### config.mk
export PLATFORM = sky130hd
export DESIGN_NAME = serial_subtractor
export DESIGN_NICKNAME = d
export VERILOG_FILES = /design/src/rtl/serial_subtractor.sv
export SDC_FILE = /design/constraint.sdc
export NUM_CORES = 1
export LEC_CHECK = 0
export ABC_AREA = 1
export CAP_MARGIN = 10
export CORE_ASPECT_RATIO = 0.5
export CORE_UTILIZATION = 35
export DETAILED_ROUTE_END_ITERATION = 10
export GPL_ROUTABILITY_DRIVEN = 0
export HOLD_SLACK_MARGIN = 0.06
export PLACE_DENSITY_LB_ADDON = 0.1
export SLEW_MARGIN = 40
export SYNTH_ARGS = -nofsm -noshare
export SYNTH_HDL_FRONTEND = slang
export SYNTH_SLANG_ARGS = --single-unit
### constraint.sdc
create_clock -name clk -period 1.8 [get_ports clk]
set_input_delay 0.45 -clock clk [delete_from_list [all_inputs] [get_ports clk]]
set_output_delay 0.45 -clock clk [all_outputs]
set_load 0.01 [all_outputs]
### src/rtl/serial_subtractor.sv
// Bit-serial subtractor: one full-subtractor slice, LSB first, one bit per cycle.
// Operands are captured on the accepting edge; result is held until the next start.
module serial_subtractor #(
    parameter int WIDTH = 8
) (
    input  logic             clk,
    input  logic             rst_n,
    input  logic             start,
    input  logic [WIDTH-1:0] a,
    input  logic [WIDTH-1:0] b,
    input  logic             bin,
    output logic             ready,
    output logic             busy,
    output logic             done,
    output logic [WIDTH-1:0] diff,
    output logic             bout
);

    localparam int CW = $clog2(WIDTH + 1);
    localparam logic [CW-1:0] CNT_ONE  = CW'(1);
    localparam logic [CW-1:0] CNT_LAST = CW'(WIDTH - 1);

    typedef enum logic [1:0] {
        IDLE = 2'd0,
        RUN  = 2'd1,
        DONE = 2'd2
    } state_t;

    state_t           state_q, state_d;
    logic [CW-1:0]    cnt_q, cnt_d;
    logic [WIDTH-1:0] a_q, a_d;
    logic [WIDTH-1:0] b_q, b_d;
    logic             br_q, br_d;
    logic [WIDTH-1:0] diff_q, diff_d;
    logic             bout_q, bout_d;
    logic             d_bit;
    logic             br_nx;

    always_ff @(posedge clk) begin
        if (!rst_n) begin
            state_q <= IDLE;
            cnt_q   <= '0;
            a_q     <= '0;
            b_q     <= '0;
            br_q    <= 1'b0;
            diff_q  <= '0;
            bout_q  <= 1'b0;
        end else begin
            state_q <= state_d;
            cnt_q   <= cnt_d;
            a_q     <= a_d;
            b_q     <= b_d;
            br_q    <= br_d;
            diff_q  <= diff_d;
            bout_q  <= bout_d;
        end
    end

    always_comb begin
        state_d = state_q;
        cnt_d   = cnt_q;
        a_d     = a_q;
        b_d     = b_q;
        br_d    = br_q;
        diff_d  = diff_q;
        bout_d  = bout_q;
        d_bit   = a_q[0] ^ b_q[0] ^ br_q;
        br_nx   = (~a_q[0] & b_q[0]) | (~a_q[0] & br_q) | (b_q[0] & br_q);

        unique case (state_q)
            IDLE: begin
                if (start) begin
                    a_d     = a;
                    b_d     = b;
                    br_d    = bin;
                    cnt_d   = '0;
                    state_d = RUN;
                end
            end
            RUN: begin
                a_d    = {1'b0, a_q[WIDTH-1:1]};
                b_d    = {1'b0, b_q[WIDTH-1:1]};
                br_d   = br_nx;
                diff_d = {d_bit, diff_q[WIDTH-1:1]};
                // Final borrow of the last slice is the borrow-out.
                bout_d = br_nx;
                cnt_d  = cnt_q + CNT_ONE;
                if (cnt_q == CNT_LAST) begin
                    state_d = DONE;
                end
            end
            DONE: begin
                state_d = IDLE;
            end
            default: begin
                state_d = IDLE;
            end
        endcase
    end

    assign ready = (state_q == IDLE);
    assign busy  = (state_q == RUN);
    assign done  = (state_q == DONE);
    assign diff  = diff_q;
    assign bout  = bout_q;

endmodule

; Yosys cells after proc, flatten, opt, wreduce, memory -nomap -nowiden
; Cells that the tools add are included.
[word_totals]
wordCells = 36
mem_bits_rw = 0
out_inout_bits = 12
romBits = 0
latch_bits = 0
input_bits = 20
ff_bits = 32
memories = 0
[op_classes]
n_mul = 0
n_div = 0
n_reduce_logical = 4
n_eq_ne = 5
n_shift = 0
magnitude_cmp = 0
add_sub_neg = 1
mux = 11
bitwise_logic = 8
[ops]
columns = operator, n
row1 = $pmux W8 S2, 2
row2 = $mux W8, 2
row3 = $pmux W4 S2, 1
row4 = $add A4 B1 Y4 const B, 1
row5 = $eq A4 B3 Y1 const B, 1
row6 = $mux W2, 2
row7 = $mux W4, 1
row8 = $pmux W2 S2, 1
row9 = $reduce_and A2 Y1, 2
row10 = $and A1 B1 Y1, 3
row11 = $eq A2 B1 Y1 const B, 1
row12 = $eq A2 B2 Y1 const B, 1
row13 = $logic_not A2 Y1, 1
row14 = $ne A2 B1 Y1 const B, 1
row15 = $ne A2 B2 Y1 const B, 1
row16 = $or A1 B1 Y1, 2
row17 = $pmux W1 S2, 1
row18 = $reduce_bool A2 Y1, 1
row19 = $xor A1 B1 Y1, 2
row20 = $mux W1, 1
row21 = $not A1 Y1, 1

; Depth between registers and ports, before layout
; Gate-level depths: netlist of run 1.
[depth]
depth_word = 5
ltp_mapped = 7
depth_no_buf = 7

; Worst setup path before layout of run 1
; Ideal clock, no wire load.
[synth_timing]
path_type = reg-to-output
startpoint = reg state_q[0]
endpoint = out busy
slack_ns = 0.607
arrival_ns = 0.743
path_stages_with_launch = 4
n_path_buf = 1
path_cell_list = dfxtp_1 inv_2 nor2_4 buf_4
[synth_between]
elab_chain_cells = 1
[synth_lines]
columns = item, line
row1 = "start, declared", 29  ; state_t state_q, state_d;
row2 = "start signal, assigned", 49  ; state_q <= state_d;
row3 = $eq A2 B1 Y1, 102  ; assign busy = (state_q == RUN);
row4 = "end, declared", 13  ; output logic busy,
; Every way passes these cells.

; Final worst setup path of run 1
[layout_timing]
startpoint = reg diff_q[4], in the netlist diff[4]
endpoint = out diff[4]
[layout_lines]
columns = item, line
row1 = "start, declared", 34  ; logic [WIDTH-1:0] diff_q, diff_d;
row2 = "start signal, assigned", 54  ; diff_q <= diff_d;
row3 = "end, declared", 15  ; output logic [WIDTH-1:0] diff,
; No word-level cell between the ends.

==> impl_metrics.yaml, run 1 <==
placement:
  dpl.hpwl_um: 2130
  placed_cell_area_mm2: 0.00177
  io_buffer_count: 31
route:
  viasPerCell: 4.61
  drc_errors: 0
  postRouteAntennaNets: 0
  first_pass_iters: 5
  vias: 1315
  first_iter_violations: 51
  wl_per_cell_um: 10.8
  totalWireLength_um: 3090
cells_and_area:
  multi_input_area_um2: 634
  fin_area_mm2: 0.00188
  seqCellArea_um2: 643
  n_fill_cell: 373
  drive_above_1_share_pct: 10.3
  num_antenna_cells: 0
  nets: 255
  utilization_pct: 52.2
  area_delta_synth_final_pct: 35.3
power:
  leakagePower_nw: 0.853
  vdd_drop_max_mv: 0.375
  powerDensity_mw_per_mm2: 914
  design_power_total_w: 0.00172
setup_path:
  cp-end-kind: "output port"
  path_class: "reg -> out"
  crit_buf_inv: 1
  crit_family: "buffers and inverters"
  cp-start-kind: "flip-flop"
  arrival_ns: 1.17
  cp_max_fo: 3
  crit_path_top_delay_cell: "clkdlybuf4s50_1"
  cp.required_ns: 1.35
  cp_cell_sequence: "clkdlybuf4s50_1"
  max_stage_delay_ns: 0.54
clock_network:
  cts_tree: "yes"
  clk_transition_reported_paths_ns: 0.07
  clkLatencyLatePin_ns: 0.28
  clockRootBuffer: "clkbuf_8"
  h-tree-depth: 2
  cts_inserted_buffers: 5
  cts_sinks: 32
  clk_path_buf_depth: 2
sta:
  drv_slew: 0
  holdWs_ns: 0.461
  worstMarginPinSlew_ns: 0.400
  fin_setup_tns_ns: 0
  max_freq_ghz: 0.617
  rsz0062_at_grt: "no"
  final-hold-violation-count: 0
  finClkSkew_ns: 0.00697
  setup_violations: 0
  period_minus_slack_ns: 1.62
  slew-limit-headroom_pct: 73.3
  post-route-period-util_pct: 90.1
yosys:
  yosysMostFrequentCell: "nand2_1"
  synth_area_per_cell_um2: 7.09
  synth_edf_count: 0
  synth_nets: 218
  ys_ff_latch: 32
  synth.distinct_cells: 19
  synth_seq_area_share_pct: 46.1
  synthCells: 196
  yosys.area.top_type: "dfxtp_1"
  ys_warn_count: 0
  synth_area_mm2: 0.00139
  synth_top_area_share_pct: 46.1
  async_flop_share_pct: 0
  synthFlopType: "dfxtp_1"
  synthTopCellsByCount: "nand2_1, nand3_1, dfxtp_1"
  netlist_top_cells_area: "dfxtp_1, nand3_1, nand2_1"
grt:
  first_global_vias: 1068
  grt_pass1_wl_um: 4890
  grt_overflow_total: 0
  antenna_found_initial: 0
  grt_usage_pct: 15.7
  grt_start_max_net_pins: 25
floorplan:
  die_h_um: 46.5
  io_pins: 32
  initial_utilization_pct: 38.5
  rows: 15
  die_w_um: 91.1
  dieArea_mm2: 0.00424
  core-area_mm2: 0.00360
status:
  outcome: "finished clean"
min_path:
  hold_path.class: "reg -> reg"
run:
  max_cap_viol_count: 0
## repair_timing
item,4_1_cts,5_1_grt
buffers inserted,0,0
setup endpoints to repair,3,0
resized for setup,6,0
endpoints found under the hold margin,0,0
hold buffers,0,0
## state kept, by name (all words and copies together) (netlist names)
register / flops
diff: 8
br_q: 1
b_q: 8
bout: 1
cnt_q: 4
state_q: 2
a_q: 8
## report_power, final
| group | switching [W] | internal, W |
|---|---|---|
| clock | 0.000259 | 0.000410 |
| sequential | 0.0000296 | 0.000756 |
| combinational | 0.000133 | 0.000130 |
## per-layer routing
metal  global-route usage (%)  routed length (µm)
met5                        0                   0
met4                     5.71                  30
met3                     5.94                 175
met2                     26.1                1350
met1                     19.3                1530
## area by class of cell
| class | instances | share of cell area [%] |
|---|---|---|
| flip-flops and latches | 32 | 34.2 |
| multi-input cells | 138 | 33.8 |
| repair buffers | 39 | 19.5 |
| clock buffers | 6 | 3.86 |
| inverters | 17 | 3.40 |
| well taps | 51 | 3.40 |
| clock inverters | 2 | 1.86 |
## cell usage in the layout, fill, tap and decap left out, drive strengths merged
cell type,instances
fa,1
inv,17
dfxtp,32
clkbuf,6
ha,1
o21ai,13
clkinv,1
bufinv,1
nor4,1
nor2,29
nand3,39
dlygate4sd2,3
nand2,49
buf,8
a21oi,5
clkdlybuf4s50,28
## kinds of logic after synthesis
group,after synthesis,share of synthesized area [%]
compound gates,18,6.49
fa+ha+maj,2,2.34
simple gates,118,36.7
buf+inv,26,8.38
flops,32,46.1
## stage by stage
stage / worst slack [ns] / instances
finish: 0.178 / 285
global route: 0.112 / 285
CTS: 0.164 / 285
global placement: 0.134 / 277
floorplan: 0.607 / 196
detailed placement: 0.116 / 277
## path summary, 6_finish.rpt
path | startpoint | end | slack (ns) | depth (start not counted)
setup / recovery | diff[4] | diff[4] | 0.18 | 1
hold / removal | bout | bout | 0.46 | 2
setup reg to reg | state_q[1] | a_q[2] | 0.46 | 5
hold reg to reg | bout | bout | 0.46 | 2
Power figures use the tool's default switching activity.
==> run 2: changes to the inputs <==
--- a/config.mk
+++ b/config.mk
@@ -8,6 +8,7 @@
 export ABC_AREA = 1
 export CAP_MARGIN = 10
 export CORE_ASPECT_RATIO = 0.5
+export CORE_MARGIN = 10
 export CORE_UTILIZATION = 35
 export DETAILED_ROUTE_END_ITERATION = 10
 export GPL_ROUTABILITY_DRIVEN = 0
==> constraint.sdc (replaced) <==
create_clock -name clk -period 1.75 [get_ports clk]
set_input_delay 0.4375 -clock clk [delete_from_list [all_inputs] [get_ports clk]]
set_output_delay 0.4375 -clock clk [all_outputs]
set_load 0.01 [all_outputs]
==> run 2 against run 1 <==
  * Die area increased by 66%
  * Register-to-register slack worse by 0.04 ns
  * Sequential power grew 2.8%
  * Critical path type unchanged
==> impl_metrics.yaml, run 2 (synthesized netlist as in run 1, its figures left out) <==
setup_path:
  cp-end-kind: "output port"
  cp-start-kind: "flip-flop"
  reg2reg_from: "state_q[0]"
  crit_buf_inv: 1
  cp.required_ns: 1.31
  crit_family: "buffers and inverters"
  startpoint: "diff[7]"
  cp_max_fo: 3
  max_stage_delay_ns: 0.55
  path_class: "reg -> out"
  arrival_ns: 1.19
  crit_path_top_delay_cell: "clkdlybuf4s50_1"
  cp_cell_sequence: "clkdlybuf4s50_1"
sta:
  rsz0062_at_grt: "no"
  fin_setup_tns_ns: 0
  setup_violations: 0
  period_minus_slack_ns: 1.62
  holdWs_ns: 0.463
  fin_ws_ns: 0.126
  worstMarginPinSlew_ns: 0.401
  finClkSkew_ns: 0.00397
  slew-limit-headroom_pct: 73.2
  drv_slew: 0
  post-route-period-util_pct: 92.8
  max_freq_ghz: 0.616
  final-hold-violation-count: 0
floorplan:
  initial_utilization_pct: 35.9
  core-area_mm2: 0.00386
  die_h_um: 64.5
  die_w_um: 109
  dieArea_mm2: 0.00704
  rows: 16
  io_pins: 32
route:
  wl_per_cell_um: 12.1
  vias: 1322
  first_iter_violations: 39
  viasPerCell: 4.65
  totalWireLength_um: 3440
  drc_errors: 0
  postRouteAntennaNets: 0
  first_pass_iters: 4
clock_network:
  cts_sinks: 32
  postCtsSetupBuffers: 0
  clockRootBuffer: "clkbuf_8"
  h-tree-depth: 2
  clk_path_buf_depth: 2
  cts_inserted_buffers: 5
  clkLatencyLatePin_ns: 0.29
  cts_tree: "yes"
  clk_transition_reported_paths_ns: 0.06
cells_and_area:
  drive_above_1_share_pct: 8.70
  area_delta_synth_final_pct: 33.0
  num_antenna_cells: 0
  layout_common_cells: "nand2_1, nand3_1, dfxtp_1"
  fin_area_mm2: 0.00185
  n_fill_cell: 421
  nets: 252
  final_common_cell: "nand2_1"
grt:
  first_global_vias: 1224
  grt_pass1_wl_um: 5640
  antenna_found_initial: 0
  use_met3_pct: 4.83
  grt_util_met2_pct: 15.5
  grt_start_max_net_pins: 28
  grt_overflow_total: 0
  grt_use_met1_pct: 12.0
  grt_usage_pct: 10.2
  top_usage_layer: "met2"
placement:
  io_buffer_count: 31
  place_ws_ns: 0.107
  placed_cell_area_mm2: 0.00175
  dpl.hpwl_um: 2430
power:
  design_power_total_w: 0.00169
  leakagePower_nw: 0.833
  vdd_drop_max_mv: 0.375
  powerDensity_mw_per_mm2: 917
min_path:
  hold_path.class: "reg -> reg"
  min_from: "bout"
run:
  max_cap_viol_count: 0
status:
  outcome: "finished clean"
## run 2: layer usage
metal  part of all wire [%]  up-vias
met5                      0        -
met4                    1.9        0
met3                    8.1        8
met2                     44       28
met1                     46      593
li1                       -      693
## run 2: layout make-up
| cell class | instances | area (µm²) | share of cell area, % |
|---|---|---|---|
| Sequential cell | 32 | 643 | 34.8 |
| Multi-Input combinational cell | 138 | 632 | 34.2 |
| Timing Repair Buffer | 36 | 344 | 18.6 |
| Clock buffer | 7 | 96.3 | 5.22 |
| Tap cell | 54 | 67.6 | 3.66 |
| Inverter | 17 | 63.8 | 3.46 |
## run 2: stage by stage
stage	utilization, %	std cells
global route	47.8	284
detailed placement	45.3	277
finish	47.8	284
global placement	45.3	277
CTS	47.8	284
floorplan	-	196
## run 2: final timing paths
kind | to | cells after the start | slack [ns]
hold reg to reg | bout | 2 | 0.46
setup / recovery | diff[7] | 1 | 0.13
hold / removal | bout | 2 | 0.46
setup reg to reg | b_q[2] | 6 | 0.42
## run 2: repair_timing
action	CTS	global route
hold buffers	0	0
setup endpoints to repair	3	0
resized for setup	5	0
## run 2: power breakdown
group / switching [W] / internal [W]
logic: 0.000139 / 0.000129
clock network: 0.000269 / 0.000350
registers: 0.0000300 / 0.000778
## run 2: worst min-delay path, cell delays in order, from the launching register on
cell,delay [ns]
dfxtp_1,0.31
nand2_1,0.06
a21oi_1,0.05
==> run 3: changes to the inputs <==
--- a/config.mk
+++ b/config.mk
@@ -9,7 +9,7 @@
 export CAP_MARGIN = 10
 export CORE_ASPECT_RATIO = 0.5
 export CORE_MARGIN = 10
-export CORE_UTILIZATION = 35
+export CORE_UTILIZATION = 49
 export DETAILED_ROUTE_END_ITERATION = 10
 export GPL_ROUTABILITY_DRIVEN = 0
 export HOLD_SLACK_MARGIN = 0.06
==> run 3 against run 2 <==
  * Sequential power hardly changed
  * Sequential share of layout area shrank 0.35 points
  * Clock skew increased by 0.0019 ns
  * Die area shrank 22%
  * Clock-buffer cell count unchanged
  * Total power grew 9.3%
  * Combinational power hardly changed
  * Register-to-register slack better by 0.04 ns
  * Largest power group unchanged
==> impl_metrics.yaml, run 3 (synthesized netlist as in run 1, its figures left out) <==
clock_network:
  clk_transition_reported_paths_ns: 0.06
  h-tree-depth: 2
  clockRootBuffer: "clkbuf_8"
  cts_inserted_buffers: 5
  cts_sinks: 32
  clkLatencyLatePin_ns: 0.28
  clk_path_buf_depth: 2
  cts_tree: "yes"
route:
  vias: 1334
  viasPerCell: 4.96
  first_iter_violations: 95
  wl_per_cell_um: 12.1
  postRouteAntennaNets: 0
  drc_errors: 0
  first_pass_iters: 4
  totalWireLength_um: 3260
grt:
  grt_usage_pct: 12.5
  grt_overflow_total: 0
  grt_start_max_net_pins: 28
  antenna_found_initial: 0
  grt_pass1_wl_um: 5530
  first_global_vias: 1239
run:
  max_cap_viol_count: 0
cells_and_area:
  area_delta_synth_final_pct: 34.3
  multi_input_area_um2: 634
  fin_area_mm2: 0.00187
  num_antenna_cells: 0
  nets: 253
  n_fill_cell: 210
  final_common_cell: "nand2_1"
  utilization_pct: 70.4
  seqCellArea_um2: 643
  drive_above_1_share_pct: 9.91
  layout_common_cells: "nand2_1, nand3_1, dfxtp_1"
  final_cells: 269
sta:
  post-route-period-util_pct: 92.8
  setup_violations: 0
  rsz0062_at_grt: "no"
  period_minus_slack_ns: 1.62
  max_freq_ghz: 0.616
  fin_setup_tns_ns: 0
  finClkSkew_ns: 0.00583
  final-hold-violation-count: 0
  slew-limit-headroom_pct: 74.1
  worstMarginPinSlew_ns: 0.388
  drv_slew: 0
floorplan:
  dieArea_mm2: 0.00549
  core-area_mm2: 0.00265
  initial_utilization_pct: 52.4
  io_pins: 32
  die_h_um: 57.6
  die_w_um: 95.3
  rows: 13
setup_path:
  cp_max_fo: 3
  crit_buf_inv: 1
  cp.required_ns: 1.31
  cp_cell_sequence: "clkdlybuf4s50_1"
  cp-end-kind: "output port"
  crit_family: "buffers and inverters"
  path_class: "reg -> out"
  arrival_ns: 1.19
  crit_path_top_delay_cell: "clkdlybuf4s50_1"
  max_stage_delay_ns: 0.55
  cp-start-kind: "flip-flop"
min_path:
  hold_path.class: "reg -> reg"
placement:
  place_inst: 261
  dpl.hpwl_um: 2330
  placed_cell_area_mm2: 0.00174
  io_buffer_count: 31
power:
  powerDensity_mw_per_mm2: 992
  vdd_drop_max_mv: 0.491
  leakagePower_nw: 0.852
status:
  outcome: "finished clean"
[run 3: changes by cell type in the layout (fill, tap and decap cells not counted), sizes merged]
cell / before / now
buf: 5 / 6
bufinv: 0 / 1
[run 3: through the flow]
step           setup WS, ns  total power [W]  hold WS (ns)
2_1_floorplan         0.570         0.000971         0.443
3_3_place_gp          0.118          0.00109         0.454
3_5_place_dp          0.104          0.00109         0.459
4_1_cts               0.118          0.00186         0.470
5_1_grt              0.0791          0.00193         0.493
6_report              0.126          0.00185         0.465
[run 3: worst min-delay path, stage by stage (launching register included)]
cell     delay, ns
dfxtp_1       0.31
nand2_1       0.06
a21oi_1       0.05
[run 3: timing repair]
item	in CTS	in global routing
setup buffers	0	0
endpoints found under the setup margin	3	0
endpoints found under the hold margin	0	0
hold buffers	0	0
gates resized for setup	6	0
[run 3: worst paths after layout]
kind / start / endpoint / slack [ns] / cells after the start
worst min-delay path: bout / bout / 0.47 / 2
worst max-delay path: diff[7] / diff[7] / 0.13 / 1
worst max register to register: state_q[0] / b_q[1] / 0.46 / 6
worst min register to register: bout / bout / 0.47 / 2
[run 3: metal layers]
layer / vias up / routed length (µm) / global-route usage [%]
met5: - / 0 / 0
met4: 0 / 71 / 5.30
met3: 9 / 315 / 5.26
met2: 39 / 1410 / 19.6
met1: 590 / 1460 / 14.7
li1: 696 / - / -
[run 3: power by group]
part | total (W) | switching, W | internal, W
registers | 0.000808 | 0.0000309 | 0.000778
logic | 0.000268 | 0.000137 | 0.000131
clock network | 0.000775 | 0.000273 | 0.000502
total | 0.00185 | 0.000441 | 0.00141
[run 3: cell type report]
class                           instances  area share, %
Sequential cell                        32           34.5
Inverter                               17           3.42
Timing Repair Buffer                   37           18.8
Clock buffer                            7           5.16
Tap cell                               37           2.48
Multi-Input combinational cell        138           34.0
Clock inverter                          1           1.61
